$ cat src/rtl/lbm_bram_stream_reader.sv
// lbm_bram_stream_reader
// Streams one frame of DEPTH lattice cells from the direction BRAM banks onto
// an AXI4-Stream master, one beat per cell. Reads are issued against a credit
// budget equal to the prefetch FIFO depth, so the FIFO can never overflow no
// matter how long the downstream stalls. Read issue pauses while the solver
// owns the BRAMs (chunk_transfer_ready), and a one-cycle frame_done pulse
// follows acceptance of the tlast beat.
module lbm_bram_stream_reader #(
  parameter int DATA_WIDTH   = 16,
  parameter int NUM_DIRS     = 9,
  parameter int DEPTH        = 2500,
  parameter int ADDR_WIDTH   = 12,
  parameter int READ_LATENCY = 1
) (
  input  logic                             m00_axis_aclk,
  input  logic                             m00_axis_aresetn,
  input  logic                             frame_ready,
  input  logic                             chunk_transfer_ready,
  output logic [ADDR_WIDTH-1:0]            rd_addr,
  output logic                             rd_en,
  input  logic [NUM_DIRS*DATA_WIDTH-1:0]   rd_data,
  input  logic                             m00_axis_tready,
  output logic                             m00_axis_tvalid,
  output logic [NUM_DIRS*DATA_WIDTH-1:0]   m00_axis_tdata,
  output logic [NUM_DIRS*DATA_WIDTH/8-1:0] m00_axis_tstrb,
  output logic                             m00_axis_tlast,
  output logic                             busy,
  output logic                             frame_done
);

  localparam int STREAM_W   = NUM_DIRS * DATA_WIDTH;
  // One slot per read that can be in flight plus two so that a full-rate
  // stream keeps flowing while the BRAM pipeline refills.
  localparam int FIFO_DEPTH = READ_LATENCY + 2;
  localparam int PTR_W      = $clog2(FIFO_DEPTH);
  // Wide enough for in-flight reads plus FIFO occupancy.
  localparam int OCC_W      = $clog2(FIFO_DEPTH + READ_LATENCY + 1);
  // Issue and beat counters carry one spare bit so DEPTH itself is
  // representable and nothing wraps within a frame.
  localparam int CNT_W      = ADDR_WIDTH + 1;

  localparam logic [CNT_W-1:0] LAST_IDX = CNT_W'(DEPTH - 1);
  localparam logic [OCC_W-1:0] CREDITS  = OCC_W'(FIFO_DEPTH);
  localparam logic [PTR_W-1:0] PTR_LAST = PTR_W'(FIFO_DEPTH - 1);

  typedef enum logic [1:0] {
    IDLE   = 2'd0,
    STREAM = 2'd1,
    DRAIN  = 2'd2
  } state_t;

  state_t state, state_next;

  logic [CNT_W-1:0]      issue_addr;
  logic [CNT_W-1:0]      beat_cnt;
  logic [ADDR_WIDTH-1:0] addr_hold;
  logic [READ_LATENCY-1:0] rd_valid_sr;
  logic [OCC_W-1:0]      inflight;
  logic [OCC_W-1:0]      fifo_count;
  logic [PTR_W-1:0]      wr_ptr;
  logic [PTR_W-1:0]      rd_ptr;
  logic [STREAM_W-1:0]   fifo_mem [FIFO_DEPTH];

  logic start;
  logic issue;
  logic push;
  logic pop;
  logic last_pop;

  // Count reads currently travelling through the BRAM pipeline.
  always_comb begin
    // NOTE: every variable written in always_comb gets a default first, so no
    // path can leave it unassigned and infer a latch.
    inflight = '0;
    for (int i = 0; i < READ_LATENCY; i++) begin
      inflight = inflight + OCC_W'(rd_valid_sr[i]);
    end
  end

  // A frame starts only from IDLE and only while the solver is not writing.
  assign start = (state == IDLE) && frame_ready && !chunk_transfer_ready;

  // A read may go out only while a FIFO slot is guaranteed for its data.
  assign issue = (state == STREAM) && !chunk_transfer_ready &&
                 ((inflight + fifo_count) < CREDITS) &&
                 (issue_addr <= LAST_IDX);

  assign push     = rd_valid_sr[READ_LATENCY-1];
  assign pop      = m00_axis_tvalid && m00_axis_tready;
  assign last_pop = pop && m00_axis_tlast;

  // State register.
  always_ff @(posedge m00_axis_aclk or negedge m00_axis_aresetn) begin
    if (!m00_axis_aresetn) begin
      // NOTE: sequential state uses non-blocking assignments so every flop
      // samples pre-edge values regardless of block ordering.
      state <= IDLE;
    end else begin
      state <= state_next;
    end
  end

  // Next-state logic: leave STREAM once the final address is issued, leave
  // DRAIN once the tlast beat is taken.
  always_comb begin
    state_next = state;
    unique case (state)
      IDLE:    if (start) state_next = STREAM;
      STREAM:  if (issue && (issue_addr == LAST_IDX)) state_next = DRAIN;
      DRAIN:   if (last_pop) state_next = IDLE;
      default: state_next = IDLE;
    endcase
  end

  // Issue address: restarts at zero per frame, advances per issued read.
  always_ff @(posedge m00_axis_aclk or negedge m00_axis_aresetn) begin
    if (!m00_axis_aresetn) begin
      issue_addr <= '0;
    end else if (start) begin
      issue_addr <= '0;
    end else if (issue) begin
      issue_addr <= issue_addr + 1'b1;
    end
  end

  // Remember the last issued address so rd_addr holds while rd_en is low.
  always_ff @(posedge m00_axis_aclk or negedge m00_axis_aresetn) begin
    if (!m00_axis_aresetn) begin
      addr_hold <= '0;
    end else if (issue) begin
      addr_hold <= issue_addr[ADDR_WIDTH-1:0];
    end
  end

  assign rd_en   = issue;
  assign rd_addr = issue ? issue_addr[ADDR_WIDTH-1:0] : addr_hold;

  // Valid shift register: the tap at READ_LATENCY-1 marks the cycle in
  // which rd_data carries the word for an earlier rd_en.
  always_ff @(posedge m00_axis_aclk or negedge m00_axis_aresetn) begin
    if (!m00_axis_aresetn) begin
      rd_valid_sr <= '0;
    end else begin
      for (int i = READ_LATENCY - 1; i > 0; i--) begin
        rd_valid_sr[i] <= rd_valid_sr[i-1];
      end
      rd_valid_sr[0] <= issue;
    end
  end

  // FIFO storage: captures returning BRAM words.
  always_ff @(posedge m00_axis_aclk) begin
    // NOTE: the data array carries no reset; occupancy and pointers are reset,
    // so stale contents are never presented as valid.
    if (push) begin
      fifo_mem[wr_ptr] <= rd_data;
    end
  end

  // FIFO pointers and occupancy; push and pop together leave count unchanged.
  always_ff @(posedge m00_axis_aclk or negedge m00_axis_aresetn) begin
    if (!m00_axis_aresetn) begin
      wr_ptr     <= '0;
      rd_ptr     <= '0;
      fifo_count <= '0;
    end else begin
      if (push) begin
        wr_ptr <= (wr_ptr == PTR_LAST) ? '0 : wr_ptr + 1'b1;
      end
      if (pop) begin
        rd_ptr <= (rd_ptr == PTR_LAST) ? '0 : rd_ptr + 1'b1;
      end
      fifo_count <= fifo_count + OCC_W'(push) - OCC_W'(pop);
    end
  end

  // Beat counter: index of the cell currently at the head of the stream.
  always_ff @(posedge m00_axis_aclk or negedge m00_axis_aresetn) begin
    if (!m00_axis_aresetn) begin
      beat_cnt <= '0;
    end else if (start) begin
      beat_cnt <= '0;
    end else if (pop) begin
      beat_cnt <= beat_cnt + 1'b1;
    end
  end

  // Frame-complete pulse in the cycle after the tlast beat is accepted.
  always_ff @(posedge m00_axis_aclk or negedge m00_axis_aresetn) begin
    if (!m00_axis_aresetn) begin
      frame_done <= 1'b0;
    end else begin
      frame_done <= (state == DRAIN) && last_pop;
    end
  end

  // The head of the FIFO only moves on a pop, so tdata/tlast stay stable
  // through a stall.
  assign m00_axis_tvalid = (fifo_count != '0);
  assign m00_axis_tdata  = fifo_mem[rd_ptr];
  assign m00_axis_tstrb  = '1;
  assign m00_axis_tlast  = m00_axis_tvalid && (beat_cnt == LAST_IDX);
  assign busy            = (state != IDLE);

endmodule

$ cat config.mk
export PLATFORM = sky130hd
export DESIGN_NAME = lbm_bram_stream_reader
export DESIGN_NICKNAME = d
export VERILOG_FILES = /design/src/rtl/lbm_bram_stream_reader.sv
export SDC_FILE = /design/constraint.sdc
export NUM_CORES = 1
export LEC_CHECK = 0
export BUFFER_PORTS_ARGS = -buffer_cell sky130_fd_sc_hd__buf_2
export CORE_ASPECT_RATIO = 0.5
export CORE_MARGIN = 4
export CORE_UTILIZATION = 35
export DETAILED_ROUTE_END_ITERATION = 12
export GPL_ROUTABILITY_DRIVEN = 0
export SYNTH_ARGS = -nofsm -noshare
export SYNTH_HDL_FRONTEND = slang
export SYNTH_SLANG_ARGS = --single-unit
$ cat constraint.sdc
create_clock -name m00_axis_aclk -period 23.7 [get_ports m00_axis_aclk]
set_input_delay 4.74 -clock m00_axis_aclk [delete_from_list [all_inputs] [get_ports m00_axis_aclk]]
set_output_delay 4.74 -clock m00_axis_aclk [all_outputs]
set_load 0.01 [all_outputs]
==> impl_metrics.json, run 1 <==
{
  "status": "complete, no violations",
  "cts_sinks": 481,
  "core_region_area_um2": 51970,
  "worst-path-max-fanout": 14,
  "synth_most_common_cell": "edfxtp_1",
  "io_buffers": 309,
  "grt_pass1_wl_mm": 56.72,
  "drive_above_1_share_pct": 27.28,
  "postCtsSetupBuffers": 0,
  "syn_area_um2": 18390,
  "grt_max_degree": 146,
  "critPathRequiredTime_ns": 18.96,
  "drt_iter0_drc": 500,
  "cts_tree": "done",
  "fin_crit_sh_pct": 46.86,
  "viasPerCell": 4.554,
  "fin_nets": 1623,
  "finalSetupViolations": 0,
  "route.detailed.wl_per_inst_um": 17.39,
  "die_h_um": 170.1,
  "grt_overflow": 0,
  "p_leak_nw": 8.184,
  "cts_max_path_buffers": 3,
  "clk_pin_slew_ns": 0.06,
  "drc": 0,
  "syn_area_per_cell_um2": 15.88,
  "die_area_um2": 56510,
  "dp_hpwl_mm": 23.58,
  "grt_pass1_vias": 9761,
  "num_vias": 10082,
  "critPathLaunch": "chunk_transfer_ready",
  "wl_mm": 38.50,
  "rsz0062_at_grt": "false",
  "grt_antenna_before_repair": 10,
  "post-place-ws_ns": 12.58,
  "hold_path_class": "register to register",
  "synth_edf_count": 432,
  "tns_ns": 0,
  "critPathMostFrequentCell": "buf_2",
  "synth_commonest_cells": "432 x edfxtp_1, 165 x nand2_1, 154 x o21ai_0, 147 x mux2i_1, 49 x dfrtp_1",
  "drtPass1Iterations": 4,
  "cpMaxStageDelayCell": "mux2_2",
  "cts_made_buffers": 45,
  "drv_slew": 0,
  "yosysWarnings": 0,
  "worst_slew_pin_slew_ns": 1.028,
  "path_cells": "buf_2 > nor2_1 > o2111a_1 > and2_1 > nor2_4 > mux2_2 > buf_2",
  "h-tree-depth": 2,
  "criticalPathCategory": "primary input to output port",
  "ant_nets": 0,
  "ys_seq_area_share_pct": 77.19,
  "min_period_ns": 11.11,
  "cp-start-kind": "primary input",
  "fill_cells": 4677,
  "max-cap-violations": 0,
  "clk_latency_ns": 0.56,
  "peakVddDrop_mv": 0.05874,
  "num_rows": 59,
  "skew_ns": 0.02893,
  "die_w_um": 332.2,
  "grt_usage_pct": 12.96,
  "synth_top_area_share_pct": 70.53,
  "min-delay-start": "addr_hold[8]",
  "hold_viol": 0,
  "ios": 328,
  "synth_top_cell_by_area": "edfxtp_1",
  "synthArstFlopShare_pct": 10.19,
  "crit_path_end_kind": "output port",
  "max_clock_freq_ghz": 0.09004,
  "synth_flop_cell": "edfxtp_1",
  "r2r-start": "push",
  "area_growth_pct": 20.17,
  "setup_ws_ns": 12.59,
  "crit_arrival_ns": 6.37,
  "ctsHoldBuffers": 0,
  "cp_slowest_stage_delay_ns": 0.40,
  "cts-root-buf": "clkbuf_16",
  "synth-seq-cells": 481,
  "ys_top_cells_by_area": "edfxtp_1 71%, mux2i_1 8.0%, dfrtp_1 6.7%, o21ai_0 4.2%, nand2_1 3.4%",
  "ys_types": 46,
  "synthCells": 1158,
  "ctsResizeCount": 0,
  "start_util_pct": 35.39,
  "relSlewSlack_pct": 31.45,
  "power_density_nw_per_um2": 112.6
}
==> where the power goes <==
group / internal (mW) / switching [mW] / leakage, nW
clock: 0.391 / 0.300 / 0.687
combinational: 0.250 / 0.427 / 2.93
sequential: 1.06 / 0.0566 / 4.56
==> metal layers <==
| metal | part of all wire [%] | GRT usage, % | wire length, um |
|---|---|---|---|
| met4 | 3.5 | 5.032 | 1329 |
| met2 | 56 | 25.54 | 21660 |
| met1 | 37 | 13.58 | 14210 |
| met3 | 3.4 | 2.697 | 1296 |
| met5 | 0 | 0 | 0 |
==> critical path: cells and delay by family <==
kind / cells / cell delay (ns)
mux: 1 / 0.40
buf+inv: 2 / 0.25
simple gates: 3 / 0.70
compound gates: 1 / 0.27
==> area by class of cell <==
type,count,area [um^2],share of cell area [%]
inverter,9,33.78,0.1528
sequential,481,14210,64.27
multi-input combinational,612,3879,17.55
clock buffer,58,1195,5.406
antenna,10,25.02,0.1132
tap,701,877.1,3.968
timing repair buffer,319,1659,7.506
clock inverter,24,229.0,1.036
==> stage by stage <==
stage	hold WS [ns]	power (mW)	instances	instance area (um^2)	util [%]
floorplan	0.4883	1.577	1175	18460	-
global placement	0.4779	1.836	2122	20650	39.74
detailed placement	0.4813	1.839	2122	20650	39.74
CTS	0.4954	2.537	2204	22080	42.48
global route	0.5056	2.631	2214	22100	42.53
finish	0.4904	2.490	2214	22100	42.53
==> cells in the final DEF (no fill, tap or decap), types with 3 or more instances in the layout <==
cell       synthesis  layout
diode_2            0      10
a21oi_1            5       5
and2_1             3       3
nand2_1          165     165
a21o_1             3       3
mux2i_1          147     147
dfrtp_1           49      47
edfxtp_1         432     432
xor2_1             9       9
clkinv_1           0      10
nand3_1           19      19
buf_4             19       7
xnor2_1            5       5
buf_12             0       3
buf_2              7     309
o21ai_0          154     154
ha_1               6       6
clkbuf_1          40      11
mux2_2            12      12
clkbuf_16          0      45
conb_1             1      18
or2_2              4       4
clkinv_2           0       5
bufinv_16          0       3
inv_1              9       9
nor3_1             8       7
nor2_1            18      17
nand4_1            4       4
or3_1              3       3
==> logic make-up after synthesis <==
kind of cell	Yosys count	synth area share [%]
XOR/XNOR	14	0.6666
AND/OR/NAND/NOR	246	5.938
AO/OA/AOI/OAI	169	4.843
multiplexers	159	8.734
buffers and inverters	82	2.197
other	1	0.02039
flip-flops	481	77.19
adder cells (fa/ha/maj)	6	0.4081
==> worst paths after layout <==
kind	endpoint	slack [ns]	cells past startpoint
setup / recovery	rd_addr[10]	12.59	7
hold / removal	addr_hold[8]	0.49	1
setup reg to reg	addr_hold[10]	21.20	7
hold reg to reg	addr_hold[8]	0.49	1
max in group asynchronous	rd_ptr[0]	18.89	2
min in group asynchronous	addr_hold[6]	4.32	2
==> sequential cells by signal, summed over array words and instances, names as in the netlist <==
signal	count
issue_addr	13
beat_cnt	13
fifo_mem	432
rd_ptr	2
push	1
fifo_count	3
addr_hold	12
state	2
frame_done	1
wr_ptr	2
Note: power is estimated with default switching activity, not from simulation.
==> inputs of run 2 (changes only) <==
- ABC_AREA: default -> 1
- clock period: 23.7 -> 10 ns (I/O delays scaled with it)
==> impl_metrics.json, run 2 <==
{
  "die_h_um": 172.4,
  "h-tree-depth": 2,
  "synth_flop_cell": "edfxtp_1",
  "holdWs_ns": 0.4920,
  "syn_area_um2": 18910,
  "synthArstFlopShare_pct": 10.19,
  "hold_path_class": "register to register",
  "ios": 328,
  "synth_most_common_cell": "edfxtp_1",
  "route.detailed.wl_per_inst_um": 20.03,
  "die_w_um": 336.7,
  "cts_made_buffers": 45,
  "ctsHoldBuffers": 0,
  "tns_ns": 0,
  "max_clock_freq_ghz": 0.1608,
  "drive_above_1_share_pct": 23.06,
  "p_leak_nw": 8.748,
  "ys_top_cells_by_area": "edfxtp_1 69%, dfrtp_1 6.5%, o211ai_1 5.7%, nand3_1 5.0%, nand2_1 4.6%",
  "syn_area_per_cell_um2": 13.23,
  "peakVddDrop_mv": 0.1514,
  "critPathRequiredTime_ns": 8.00,
  "drc": 0,
  "cts_max_path_buffers": 3,
  "die_area_um2": 58030,
  "wl_mm": 49.48,
  "finalPower_mw": 6.124,
  "cts-root-buf": "clkbuf_16",
  "synth_top_area_share_pct": 68.61,
  "ys_seq_area_share_pct": 75.09,
  "cts_tree": "done",
  "cp_slowest_stage_delay_ns": 0.77,
  "io_buffers": 309,
  "drv_slew": 0,
  "wl_met2_mm": 27.22,
  "final_common_cell": "edfxtp_1",
  "drt_iter0_drc": 900,
  "grt_pass1_vias": 12098,
  "synth_top_family_by_area": "simple AND/OR/NAND/NOR gates",
  "topRoutingLayerUsed": "met5",
  "crit_arrival_ns": 4.22,
  "synthCells": 1429,
  "ys_types": 33,
  "clk_latency_ns": 0.57,
  "fin_crit_sh_pct": 62.20,
  "skew_ns": 0.01921,
  "worst-path-max-fanout": 80,
  "wl_met3_mm": 1.633,
  "synthAdderAreaFrac_pct": 0.3970,
  "finalSetupViolations": 0,
  "status": "complete, no violations",
  "yosysWarnings": 0,
  "synthXorXnorAreaFrac_pct": 0.5558,
  "multi_input_area_um2": 3651,
  "grt_max_degree": 146,
  "num_vias": 12141,
  "grt_antenna_before_repair": 16,
  "power_density_nw_per_um2": 270.8,
  "viasPerCell": 4.913,
  "worst_slew_pin_slew_ns": 1.076,
  "relSlewSlack_pct": 28.29,
  "clk_pin_slew_ns": 0.06,
  "top_register": "fifo_mem",
  "cts_sinks": 481,
  "synth_top_cell_by_area": "edfxtp_1",
  "hold_viol": 0,
  "synth_compound_area_share_pct": 6.412,
  "largest_reg_flops": 432,
  "rsz0062_at_grt": "false",
  "ant_nets": 0,
  "core_region_area_um2": 52710,
  "grt_overflow": 0,
  "fill_cells": 4820,
  "max-cap-violations": 0,
  "dp_hpwl_mm": 30.26,
  "ctsResizeCount": 0,
  "synthMuxAreaShare_pct": 0,
  "grt_pass1_wl_mm": 72.71,
  "postCtsSetupBuffers": 0,
  "min_period_ns": 6.220,
  "criticalPathCategory": "register to output port",
  "synth_simple_gate_area_share_pct": 11.49,
  "fin_nets": 1878,
  "crit_family": "buffers and inverters",
  "synth_commonest_cells": "432 x edfxtp_1, 231 x nand2_1, 189 x nand3_1, 183 x inv_1, 144 x o211ai_1",
  "drt-met1-wl_mm": 18.41,
  "start_util_pct": 35.87,
  "drtPass1Iterations": 5,
  "crit_buf_inv": 4,
  "reg.largest.list": "fifo_mem (432), beat_cnt (13), issue_addr (13)",
  "grt_usage_pct": 16.49,
  "crit_path_end_kind": "output port",
  "cpMaxStageDelayCell": "buf_4",
  "synth-seq-cells": 481,
  "num_rows": 59,
  "final_cell_mix": "432 x edfxtp_1, 309 x buf_2, 231 x nand2_1",
  "critPathMostFrequentCell": "buf_4",
  "seqCellArea_um2": 14210,
  "area_growth_pct": 19.61,
  "synth_edf_count": 432,
  "path_cells": "buf_4 > or2_4 > buf_4 > buf_4 > o211ai_1 > buf_2",
  "cp-start-kind": "register"
}
## run 2: per-stage QoR
step	instances	utilization (%)	instance area, um^2	worst slack, ns
after floorplan	1446	-	18970	-1.119
after global placement	2377	40.04	21110	4.364
after detailed placement	2377	40.04	21110	4.335
after CTS	2457	42.84	22580	3.742
after global routing	2471	42.91	22620	3.503
final	2471	42.91	22620	3.780
## run 2: path summary, 6_finish.rpt
kind                       slack [ns]                  to              from  cells past startpoint
max                              3.78  m00_axis_tdata[91]         rd_ptr[1]                      6
min                              0.49          frame_done          state[0]                      1
max reg2reg                      7.75           rd_ptr[1]         rd_ptr[1]                      4
min in group asynchronous        1.54       issue_addr[6]  m00_axis_aresetn                      2
min reg2reg                      0.49          frame_done          state[0]                      1
max in group asynchronous        7.95           rd_ptr[1]  m00_axis_aresetn                      2
## run 2: cell type report
type | count | share of cell area [%]
diodes | 14 | 0.1549
repair buffers | 321 | 7.402
multi-input cells | 689 | 16.14
inverters | 185 | 3.081
well taps | 701 | 3.878
clock inverters | 25 | 1.234
flip-flops and latches | 481 | 62.81
clock buffers | 55 | 5.294
## run 2: power breakdown
group          switching, mW  internal, mW
combinational           1.27         0.559
sequential            0.0937          2.47
clock                  0.749         0.989
total                   2.11          4.01
## run 2: logic make-up after synthesis
group | Yosys count
AO/OA/AOI/OAI | 165
XOR/XNOR | 12
adder cells (fa/ha/maj) | 6
buffers and inverters | 276
flip-flops | 481
other | 1
AND/OR/NAND/NOR | 488
## run 2: metal layers
layer  vias up  global-route usage (%)
met1      6076                   18.26
met5         -                       0
met3       121                   2.632
met4         4                   7.807
li1       5682                       -
met2       258                   31.31
==> inputs of run 3 (changes only) <==
- clock period: 10 -> 6.5 ns (I/O delays scaled with it)
==> impl_metrics.json, run 3 (synthesis results as in run 2) <==
{
  "grt.met3_usage_pct": 2.946,
  "grtUsageMet1_pct": 17.24,
  "met2_usage_pct": 27.29,
  "grt_antenna_before_repair": 17,
  "skew_ns": 0.03736,
  "drc": 0,
  "drive_above_1_share_pct": 22.98,
  "grt_overflow": 0,
  "num_rows": 59,
  "die_w_um": 336.7,
  "largest_reg_flops": 432,
  "top_register": "fifo_mem",
  "power_density_nw_per_um2": 414.6,
  "area_growth_pct": 19.91,
  "setup_ws_ns": 2.084,
  "ios": 328,
  "h-tree-depth": 2,
  "clk_pin_slew_ns": 0.06,
  "postCtsSetupBuffers": 0,
  "reg.largest.list": "fifo_mem (432), beat_cnt (13), issue_addr (13)",
  "max_clock_freq_ghz": 0.2264,
  "die_h_um": 172.4,
  "grt_usage_pct": 14.93,
  "dp_hpwl_mm": 26.54,
  "relSlewSlack_pct": 31.72,
  "drt_iter0_drc": 799,
  "finalSetupViolations": 0,
  "num_vias": 11861,
  "rr_endpoint": "addr_hold[6]",
  "cts-root-buf": "clkbuf_16",
  "die_area_um2": 58030,
  "drtPass1Iterations": 5,
  "critPathRequiredTime_ns": 5.20,
  "peakVddDrop_mv": 0.2138,
  "grt_max_degree": 146,
  "start_util_pct": 35.87,
  "crit_path_end_kind": "output port",
  "fin_nets": 1879,
  "drv_slew": 0,
  "critPathLaunch": "rd_ptr[1]",
  "hold_path_class": "register to register",
  "cts_max_path_buffers": 3,
  "final_cell_mix": "432 x edfxtp_1, 309 x buf_2, 231 x nand2_1",
  "rsz0062_at_grt": "false",
  "route.detailed.wl_per_inst_um": 18.19,
  "grt_pass1_vias": 11556,
  "cts_tree": "done",
  "core_region_area_um2": 52710,
  "worst_slew_pin_slew_ns": 1.024,
  "r2r-start": "push",
  "hold_viol": 0,
  "final_common_cell": "edfxtp_1",
  "grt_busiest_layer": "met2",
  "crit_end": "m00_axis_tdata[127]",
  "cts_sinks": 481,
  "post-place-ws_ns": 2.455,
  "criticalPathCategory": "register to output port",
  "io_buffers": 309,
  "finalPower_mw": 9.401,
  "ctsResizeCount": 0,
  "r2r_cells": 10,
  "ctsHoldBuffers": 0,
  "min-delay-start": "state[0]",
  "wl_mm": 45.01,
  "max-cap-violations": 0,
  "grt_pass1_wl_mm": 67.00,
  "status": "complete, no violations",
  "ant_nets": 0,
  "clk_latency_ns": 0.57,
  "fin_crit_sh_pct": 67.94,
  "min_period_ns": 4.416,
  "crit_arrival_ns": 3.12,
  "worst-path-max-fanout": 67,
  "reg2reg_slack_ns": 4.34,
  "p_leak_nw": 8.755,
  "viasPerCell": 4.794,
  "cts_made_buffers": 45,
  "cp-start-kind": "register"
}
run 3: cell count changes in the layout (fill, tap and decap cells not counted), sizes merged:
cell | previous run | this run
diode | 14 | 15
bufinv | 5 | 6
inv | 189 | 184
clkinv | 15 | 24
clkinvlp | 1 | 3
clkbuf | 55 | 49
buf | 321 | 322
run 3: worst min-delay path by stage:
stage / end / cells past startpoint
final: frame_done / 1
after global routing: frame_done / 1
after CTS: frame_done / 1
after detailed placement: frame_done / 1
after floorplan: frame_done / 1
after global placement: frame_done / 1
run 3: cell type report:
type	instances	area (um^2)
fillers	4886	30040
diodes	15	37.54
well taps	701	877.1
clock inverters	32	350.3
repair buffers	322	1694
flip-flops and latches	481	14210
clock buffers	49	1141
multi-input cells	689	3670
inverters	185	696.9
run 3: worst max-delay path: stages, from the launching register on:
cell and delay, ns:
dfrtp_4 0.76, buf_4 0.53, buf_4 0.74, nand2_1 0.11, o211ai_1 0.16, buf_2 0.18
run 3: stage by stage:
step	std cells	cell area [um^2]	TNS, ns	util, %	hold WS, ns
after global routing	2474	22670	0	43.02	0.5191
after floorplan	1446	18990	-26.36	-	0.4505
after detailed placement	2378	21140	0	40.12	0.4825
final	2474	22670	0	43.02	0.4878
after CTS	2459	22640	0	42.95	0.4947
after global placement	2378	21140	0	40.12	0.4847
run 3: per-layer routing:
metal	wire (um)	share of wire [%]
met2	24080	53
met4	1504	3.3
met1	17700	39
met5	21	0.047
met3	1712	3.8
run 3: power by group:
| group | internal, mW | leakage [nW] | switching (mW) |
|---|---|---|---|
| sequential | 3.79 | 4.56 | 0.193 |
| clock | 1.52 | 0.724 | 1.16 |
| combinational | 0.873 | 3.47 | 1.87 |
